$ cat src/rtl/result_streamer_if.sv
// ============================================================================
// result_streamer_if
// Control, RAM read port and byte-stream signals of the result streamer.
// Revision: 1.0
// ============================================================================
`default_nettype none

interface result_streamer_if;
  logic        start;
  logic [15:0] cfg_out_w;
  logic [15:0] cfg_out_h;
  logic [15:0] cfg_stride;
  logic        busy;
  logic        done;
  logic [15:0] mem_addr;
  logic        mem_rd_en;
  logic [7:0]  mem_data_in;
  logic [7:0]  tx_data;
  logic        tx_valid;
  logic        tx_last;
  logic        tx_ready;

  modport master (
    input  start, cfg_out_w, cfg_out_h, cfg_stride, mem_data_in, tx_ready,
    output busy, done, mem_addr, mem_rd_en, tx_data, tx_valid, tx_last
  );

  modport slave (
    output start, cfg_out_w, cfg_out_h, cfg_stride, mem_data_in, tx_ready,
    input  busy, done, mem_addr, mem_rd_en, tx_data, tx_valid, tx_last
  );
endinterface

`default_nettype wire

$ cat src/rtl/result_streamer.sv
// ============================================================================
// result_streamer
// Reads the output image from byte RAM and streams it out with valid/ready.
// Revision: 1.0
// ============================================================================
`default_nettype none

module result_streamer #(
  parameter logic [15:0] BASE_ADDR  = 16'h4000,
  parameter int          RD_LATENCY = 2,
  parameter int          FIFO_DEPTH = 4
) (
  input  logic              clk,
  input  logic              aclr_n,
  result_streamer_if.master strm_io
);

  localparam int PTR_W = $clog2(FIFO_DEPTH);
  localparam int CNT_W = $clog2(FIFO_DEPTH + RD_LATENCY + 1);

  typedef enum logic [1:0] {
    S_IDLE  = 2'd0,
    S_ISSUE = 2'd1,
    S_DRAIN = 2'd2,
    S_DONE  = 2'd3
  } state_e;

  state_e      state_q, state_d;
  logic [15:0] w_q, w_d, h_q, h_d, stride_q, stride_d;
  logic [15:0] x_q, x_d, y_q, y_d, row_base_q, row_base_d;
  logic [15:0] mem_addr_q, mem_addr_d;
  logic        mem_rd_en_q, mem_rd_en_d;

  logic [RD_LATENCY-1:0] tag_v_q, tag_last_q;

  logic [7:0]       data_q [FIFO_DEPTH];
  logic             last_q [FIFO_DEPTH];
  logic [PTR_W-1:0] rd_ptr_q, wr_ptr_q;
  logic [CNT_W-1:0] count_q;

  logic             w_issue, w_last_px, w_credit_ok;
  logic             w_push, w_pop, w_valid, w_head_last;
  logic [CNT_W-1:0] w_outstanding;

  always_comb begin
    w_outstanding = '0;
    for (int i = 0; i < RD_LATENCY; i++) begin
      w_outstanding = w_outstanding + CNT_W'(tag_v_q[i]);
    end
  end

  // Reserving a FIFO slot for every read in flight keeps the FIFO from
  // overflowing however long the sink stalls.
  assign w_credit_ok = (w_outstanding + count_q) < CNT_W'(FIFO_DEPTH);
  assign w_last_px   = (x_q == w_q - 16'd1) && (y_q == h_q - 16'd1);
  assign w_valid     = (count_q != '0);
  assign w_head_last = last_q[rd_ptr_q];
  assign w_pop       = w_valid && strm_io.tx_ready;
  assign w_push      = tag_v_q[RD_LATENCY-1];

  always_comb begin
    state_d     = state_q;
    w_d         = w_q;
    h_d         = h_q;
    stride_d    = stride_q;
    x_d         = x_q;
    y_d         = y_q;
    row_base_d  = row_base_q;
    mem_addr_d  = mem_addr_q;
    mem_rd_en_d = 1'b0;
    w_issue     = 1'b0;
    case (state_q)
      S_IDLE: begin
        if (strm_io.start) begin
          w_d      = strm_io.cfg_out_w;
          h_d      = strm_io.cfg_out_h;
          stride_d = strm_io.cfg_stride;
          if ((strm_io.cfg_out_w == 16'd0) || (strm_io.cfg_out_h == 16'd0)) begin
            state_d = S_DONE;
          end else begin
            x_d        = 16'd0;
            y_d        = 16'd0;
            row_base_d = BASE_ADDR;
            state_d    = S_ISSUE;
          end
        end
      end
      S_ISSUE: begin
        if (w_credit_ok) begin
          w_issue     = 1'b1;
          mem_rd_en_d = 1'b1;
          mem_addr_d  = row_base_q + x_q;
          if (x_q == w_q - 16'd1) begin
            x_d        = 16'd0;
            y_d        = y_q + 16'd1;
            row_base_d = row_base_q + stride_q;
            if (w_last_px) state_d = S_DRAIN;
          end else begin
            x_d = x_q + 16'd1;
          end
        end
      end
      S_DRAIN: begin
        if (w_pop && w_head_last && (w_outstanding == '0)) state_d = S_DONE;
      end
      S_DONE:  state_d = S_IDLE;
      default: state_d = S_IDLE;
    endcase
  end

  always_ff @(posedge clk or negedge aclr_n) begin
    if (!aclr_n) begin
      state_q     <= S_IDLE;
      w_q         <= '0;
      h_q         <= '0;
      stride_q    <= '0;
      x_q         <= '0;
      y_q         <= '0;
      row_base_q  <= '0;
      mem_addr_q  <= '0;
      mem_rd_en_q <= 1'b0;
    end else begin
      state_q     <= state_d;
      w_q         <= w_d;
      h_q         <= h_d;
      stride_q    <= stride_d;
      x_q         <= x_d;
      y_q         <= y_d;
      row_base_q  <= row_base_d;
      mem_addr_q  <= mem_addr_d;
      mem_rd_en_q <= mem_rd_en_d;
    end
  end

  // Read tags travel alongside the RAM pipeline and mark when data returns.
  always_ff @(posedge clk or negedge aclr_n) begin
    if (!aclr_n) begin
      tag_v_q    <= '0;
      tag_last_q <= '0;
    end else begin
      tag_v_q[0]    <= w_issue;
      tag_last_q[0] <= w_issue && w_last_px;
      for (int i = 1; i < RD_LATENCY; i++) begin
        tag_v_q[i]    <= tag_v_q[i-1];
        tag_last_q[i] <= tag_last_q[i-1];
      end
    end
  end

  always_ff @(posedge clk or negedge aclr_n) begin
    if (!aclr_n) begin
      rd_ptr_q <= '0;
      wr_ptr_q <= '0;
      count_q  <= '0;
      for (int i = 0; i < FIFO_DEPTH; i++) begin
        data_q[i] <= '0;
        last_q[i] <= 1'b0;
      end
    end else begin
      if (w_push) begin
        data_q[wr_ptr_q] <= strm_io.mem_data_in;
        last_q[wr_ptr_q] <= tag_last_q[RD_LATENCY-1];
        wr_ptr_q         <= wr_ptr_q + PTR_W'(1);
      end
      if (w_pop) rd_ptr_q <= rd_ptr_q + PTR_W'(1);
      case ({w_push, w_pop})
        2'b10:   count_q <= count_q + CNT_W'(1);
        2'b01:   count_q <= count_q - CNT_W'(1);
        default: count_q <= count_q;
      endcase
    end
  end

  assign strm_io.busy      = (state_q == S_ISSUE) || (state_q == S_DRAIN);
  assign strm_io.done      = (state_q == S_DONE);
  assign strm_io.mem_addr  = mem_addr_q;
  assign strm_io.mem_rd_en = mem_rd_en_q;
  assign strm_io.tx_data   = data_q[rd_ptr_q];
  assign strm_io.tx_valid  = w_valid;
  assign strm_io.tx_last   = w_valid && w_head_last;

endmodule

`default_nettype wire

$ cat src/flat_wrapper.sv
// flat-port wrapper written by rule: the top's interface ports become plain ports
module result_streamer_flat 
#(
  parameter logic [15:0] BASE_ADDR  = 16'h4000,
  parameter int          RD_LATENCY = 2,
  parameter int          FIFO_DEPTH = 4
)
  (clk, aclr_n, strm_io_start, strm_io_cfg_out_w, strm_io_cfg_out_h, strm_io_cfg_stride, strm_io_mem_data_in, strm_io_tx_ready, strm_io_busy, strm_io_done, strm_io_mem_addr, strm_io_mem_rd_en, strm_io_tx_data, strm_io_tx_valid, strm_io_tx_last);
  result_streamer_if strm_io_i ();
  input  logic clk;
  input  logic aclr_n;
  input wire logic [$bits(strm_io_i.start)-1:0] strm_io_start;
  input wire logic [$bits(strm_io_i.cfg_out_w)-1:0] strm_io_cfg_out_w;
  input wire logic [$bits(strm_io_i.cfg_out_h)-1:0] strm_io_cfg_out_h;
  input wire logic [$bits(strm_io_i.cfg_stride)-1:0] strm_io_cfg_stride;
  input wire logic [$bits(strm_io_i.mem_data_in)-1:0] strm_io_mem_data_in;
  input wire logic [$bits(strm_io_i.tx_ready)-1:0] strm_io_tx_ready;
  output wire logic [$bits(strm_io_i.busy)-1:0] strm_io_busy;
  output wire logic [$bits(strm_io_i.done)-1:0] strm_io_done;
  output wire logic [$bits(strm_io_i.mem_addr)-1:0] strm_io_mem_addr;
  output wire logic [$bits(strm_io_i.mem_rd_en)-1:0] strm_io_mem_rd_en;
  output wire logic [$bits(strm_io_i.tx_data)-1:0] strm_io_tx_data;
  output wire logic [$bits(strm_io_i.tx_valid)-1:0] strm_io_tx_valid;
  output wire logic [$bits(strm_io_i.tx_last)-1:0] strm_io_tx_last;
  assign strm_io_i.start = strm_io_start;
  assign strm_io_i.cfg_out_w = strm_io_cfg_out_w;
  assign strm_io_i.cfg_out_h = strm_io_cfg_out_h;
  assign strm_io_i.cfg_stride = strm_io_cfg_stride;
  assign strm_io_i.mem_data_in = strm_io_mem_data_in;
  assign strm_io_i.tx_ready = strm_io_tx_ready;
  assign strm_io_busy = strm_io_i.busy;
  assign strm_io_done = strm_io_i.done;
  assign strm_io_mem_addr = strm_io_i.mem_addr;
  assign strm_io_mem_rd_en = strm_io_i.mem_rd_en;
  assign strm_io_tx_data = strm_io_i.tx_data;
  assign strm_io_tx_valid = strm_io_i.tx_valid;
  assign strm_io_tx_last = strm_io_i.tx_last;
  result_streamer #(.BASE_ADDR(BASE_ADDR), .RD_LATENCY(RD_LATENCY), .FIFO_DEPTH(FIFO_DEPTH)) u_core (.clk(clk), .aclr_n(aclr_n), .strm_io(strm_io_i));
endmodule
$ cat config.mk
export PLATFORM = sky130hd
export DESIGN_NAME = result_streamer_flat
export DESIGN_NICKNAME = d
export VERILOG_FILES = /design/src/rtl/result_streamer_if.sv /design/src/rtl/result_streamer.sv /design/src/flat_wrapper.sv
export SDC_FILE = /design/constraint.sdc
export NUM_CORES = 1
export LEC_CHECK = 0
export ABC_AREA = 1
export ABC_CLOCK_PERIOD_IN_PS = 4980
export CAP_MARGIN = 20
export CORE_MARGIN = 2
export CORE_UTILIZATION = 60
export CTS_BUF_LIST = sky130_fd_sc_hd__clkbuf_4
export CTS_CLUSTER_SIZE = 16
export DETAILED_ROUTE_END_ITERATION = 10
export HOLD_SLACK_MARGIN = 0.02
export PLACE_DENSITY = 0.82
export SLEW_MARGIN = 20
export SYNTH_ARGS = -nofsm -noshare
export SYNTH_HDL_FRONTEND = slang
export SYNTH_SLANG_ARGS = --single-unit
$ cat constraint.sdc
create_clock -name clk -period 4.98 [get_ports clk]
set_input_delay 0.996 -clock clk [delete_from_list [all_inputs] [get_ports clk]]
set_output_delay 0.996 -clock clk [all_outputs]
set_load 0.03 [all_outputs]
==> summary.txt <==
Power and ir drop
  – Leakage power: 0.00565 uW
  – Power per cell area: 598 nW/um^2
  – Power Total: 6880 uW
  – Maximum vdd drop: 0.366 mV

Floorplan
  – Die area: 17900 um^2
  – Core Region: 16500 um^2
  – Die Ht: 134 um
  – IO Pins: 89
  – Initial core utilization: 0.611
  – Std cell rows: 47
  – Floorplan die width: 134 um

Route
  – Initial DRC count: 660
  – First-pass DRT Iterations: 5
  – Antenna violation net count after detailed routing: 0
  – Final wirelength: 23.5 mm
  – DR DRC count: 0
  – Vias: 8983
  – Drt wl/cell: 14.2 um
  – Vias per Instance: 5.42

Final layout
  – Multi-input gate area: 5350 um^2
  – Layout area overhead: 14.0%
  – Fillers: 1417
  – Share of post-route cells with drive strength above 1: 0.0557
  – Final #Nets: 1533
  – Core Util, Final: 0.696
  – Fin area: 11500 um^2
  – Register area: 4030 um^2

Timing
  – Tightest Pin Transition: 1.00 ns
  – Final setup viols: 0
  – Final hold viol count: 0
  – Fin crit period: 4.06 ns
  – Slew margin rel.: 0.329
  – Clock Skews: 0.0197 ns
  – Fmax: 246 MHz
  – Fin crit share: 0.816
  – Slew Limit Fails: 0
  – RSZ-0062 raised after global routing: no
  – Worst hold slack: 0.367 ns
  – Final TNS setup: 0 ns

Setup path
  – FF-to-FF End: u_core.strm_io.mem_addr[11]$_DFFE_PN0P_
  – Crit Reg-Reg Startpoint: u_core.state_q[1]$_DFFE_PN0P_
  – Setup crit start kind: flip-flop
  – Crit. Startpoint: u_core.rd_ptr_q[0]$_DFFE_PN0P_
  – Req. time, crit path: 3.98 ns
  – CP Capture Type: primary output
  – Arrival @ worst endpoint: 3.07 ns
  – CP Max Fanout: 20
  – R2R depth: 8
  – Crit Path Category: reg2out
  – Reg2reg setup slack: 2.14 ns

Clocking
  – Post-CTS Hold Fix Bufs: 0
  – CTS tree: built
  – Num CTS Buffers: 17
  – H-tree depth: 4
  – Clk root buf: clkbuf_4
  – Postcts setup bufs: 0
  – Clock latency on the worst-skew pair: 0.57 ns
  – Cts repair resizes: 0
  – Longest Clk Path Bufs: 2
  – Total clock sinks: 161
  – Worst-path clk slew: 0.15 ns

Synth
  – Seq/Total Area, Yosys: 0.399
  – Synth warn: 0
  – Async set-reset flop share out of synthesis: 1.00
  – Synth Flop Type: dfrtp_1
  – Most frequent cell after synthesis: nand2_1
  – Syn_nets: 1456
  – Syn Std Cell Area: 10100 um^2
  – Number of distinct library cells after synthesis: 41
  – Synth area leaders: dfrtp_1, nand2_1, o21ai_0, ha_1, nor2_1
  – Syn Inst Count: 1346
  – EDFF count, synth: 0
  – Yosys top cell area share: 0.399
  – Yosys reg bits: 161
  – Leading area contributor after synthesis: dfrtp_1
  – Synth cell count leaders: nand2_1, dfrtp_1, nor2_1
  – Syn Area/Cell: 7.50 um^2

Run status
  – Status: complete, no violations

Global routing
  – GRT Total Usage: 0.271
  – Met2 GRT Util: 0.456
  – Number of global-route vias before repair: 8474
  – Global-route wire length before repair: 39.3 mm
  – Top Usage Layer GRT: met2
  – GR Layer Usage met3: 0.0540
  – Total global routing overflow: 0
  – Largest net degree at the start of global routing: 106
  – GR Util met1: 0.358
  – Initial antenna violation count: 1

Run
  – Max Cap Viol: 0

Placement
  – Gpl congestion: 0.906
  – DP Area: 11100 um^2
  – HPWL Detailed: 17.3 mm
  – Port bufs: 88

Hold path
  – Hold Path Class: reg2reg
  – Origin of the worst min-delay path: u_core.tag_last_q[0]$_DFF_PN0_
  – Hold path depth: 0
  – Worst Hold Path EP: u_core.tag_last_q[1]$_DFF_PN0_
==> cell families (layout without fill, tap and decap cells) <==
family	Yosys count	in the layout	share of synthesized area
AO/OA/AOI/OAI	192	192	0.0991
adder cells (fa/ha/maj)	50	50	0.0642
AND/OR/NAND/NOR	667	667	0.281
XOR/XNOR	76	76	0.0675
flip-flops	161	161	0.399
buffers and inverters	184	274	0.0707
multiplexers	16	16	0.0179
other	0	1	0
==> placed cells by master (no fill, tap or decap), drive strengths merged <==
cell type	count
nand2	367
dfrtp	161
nor2	156
inv	149
o21ai	145
clkdlybuf4s50	87
nand3	75
xor2	53
ha	47
nand4	29
a21oi	27
xnor2	22
nor3	17
clkbuf	17
mux2	16
nand3b	12
o22ai	9
buf	9
or2	5
bufinv	5
clkinv	5
a31oi	4
fa	3
and2	2
and3	2
o21bai	2
a21o	2
nor4	2
clkinvlp	2
diode	1
a21boi	1
a31o	1
o31ai	1
xor3	1
==> worst max-delay path: stages, from the launching register on <==
cell and delay (ns):
dfrtp_1 0.73, clkinv_1 0.56, o21ai_0 0.32, o22ai_1 0.14
and2_1 0.16, clkdlybuf4s50_1 0.58
==> flip-flops by register name, indices dropped and copies added, names as in the netlist <==
signal	cells
u_core.row_base_q	16
u_core.rd_ptr_q	2
u_core.w_q	16
u_core.wr_ptr_q	2
u_core.state_q	2
u_core.data_q	32
u_core.stride_q	16
u_core.y_q	16
u_core.tag_last_q	2
u_core.strm_io.mem_addr	16
u_core.count_q	3
u_core.last_q	4
u_core.x_q	16
u_core.h_q	16
u_core.tag_v_q	2
==> cell type report <==
| cell class | instances | share of cell area |
|---|---|---|
| Antenna cell | 1 | 0.000218 |
| Inverter | 146 | 0.0476 |
| Tap cell | 220 | 0.0239 |
| Sequential cell | 161 | 0.350 |
| Timing Repair Buffer | 96 | 0.0819 |
| Clock inverter | 15 | 0.0199 |
| Clock buffer | 17 | 0.0111 |
| Multi-Input combinational cell | 1001 | 0.465 |
==> metrics by stage <==
stage                     std cells  worst slack (ns)
final                          1657             0.917
after global routing           1657             0.705
after CTS                      1656             0.908
after detailed placement       1624              1.56
after global placement         1624              1.64
after floorplan                1346              2.51
==> power breakdown <==
group | total [uW] | internal (uW) | switching [uW]
clock network | 952 | 456 | 496
logic | 3630 | 1380 | 2250
registers | 2300 | 1790 | 506
==> worst max-delay path by stage <==
stage / endpoint
after global routing: strm_io_tx_last
after CTS: strm_io_tx_last
after detailed placement: strm_io_tx_last
after global placement: strm_io_tx_last
after floorplan: strm_io_tx_data[6]
final: strm_io_tx_last
==> layer usage <==
| metal | routed length, um | share of wire | vias up |
|---|---|---|---|
| li1 | - | - | 4497 |
| met1 | 10700 | 0.46 | 4224 |
| met2 | 11300 | 0.48 | 230 |
| met3 | 1160 | 0.049 | 32 |
| met4 | 330 | 0.014 | 0 |
| met5 | 0 | 0 | - |
Power figures use the tool's default switching activity.
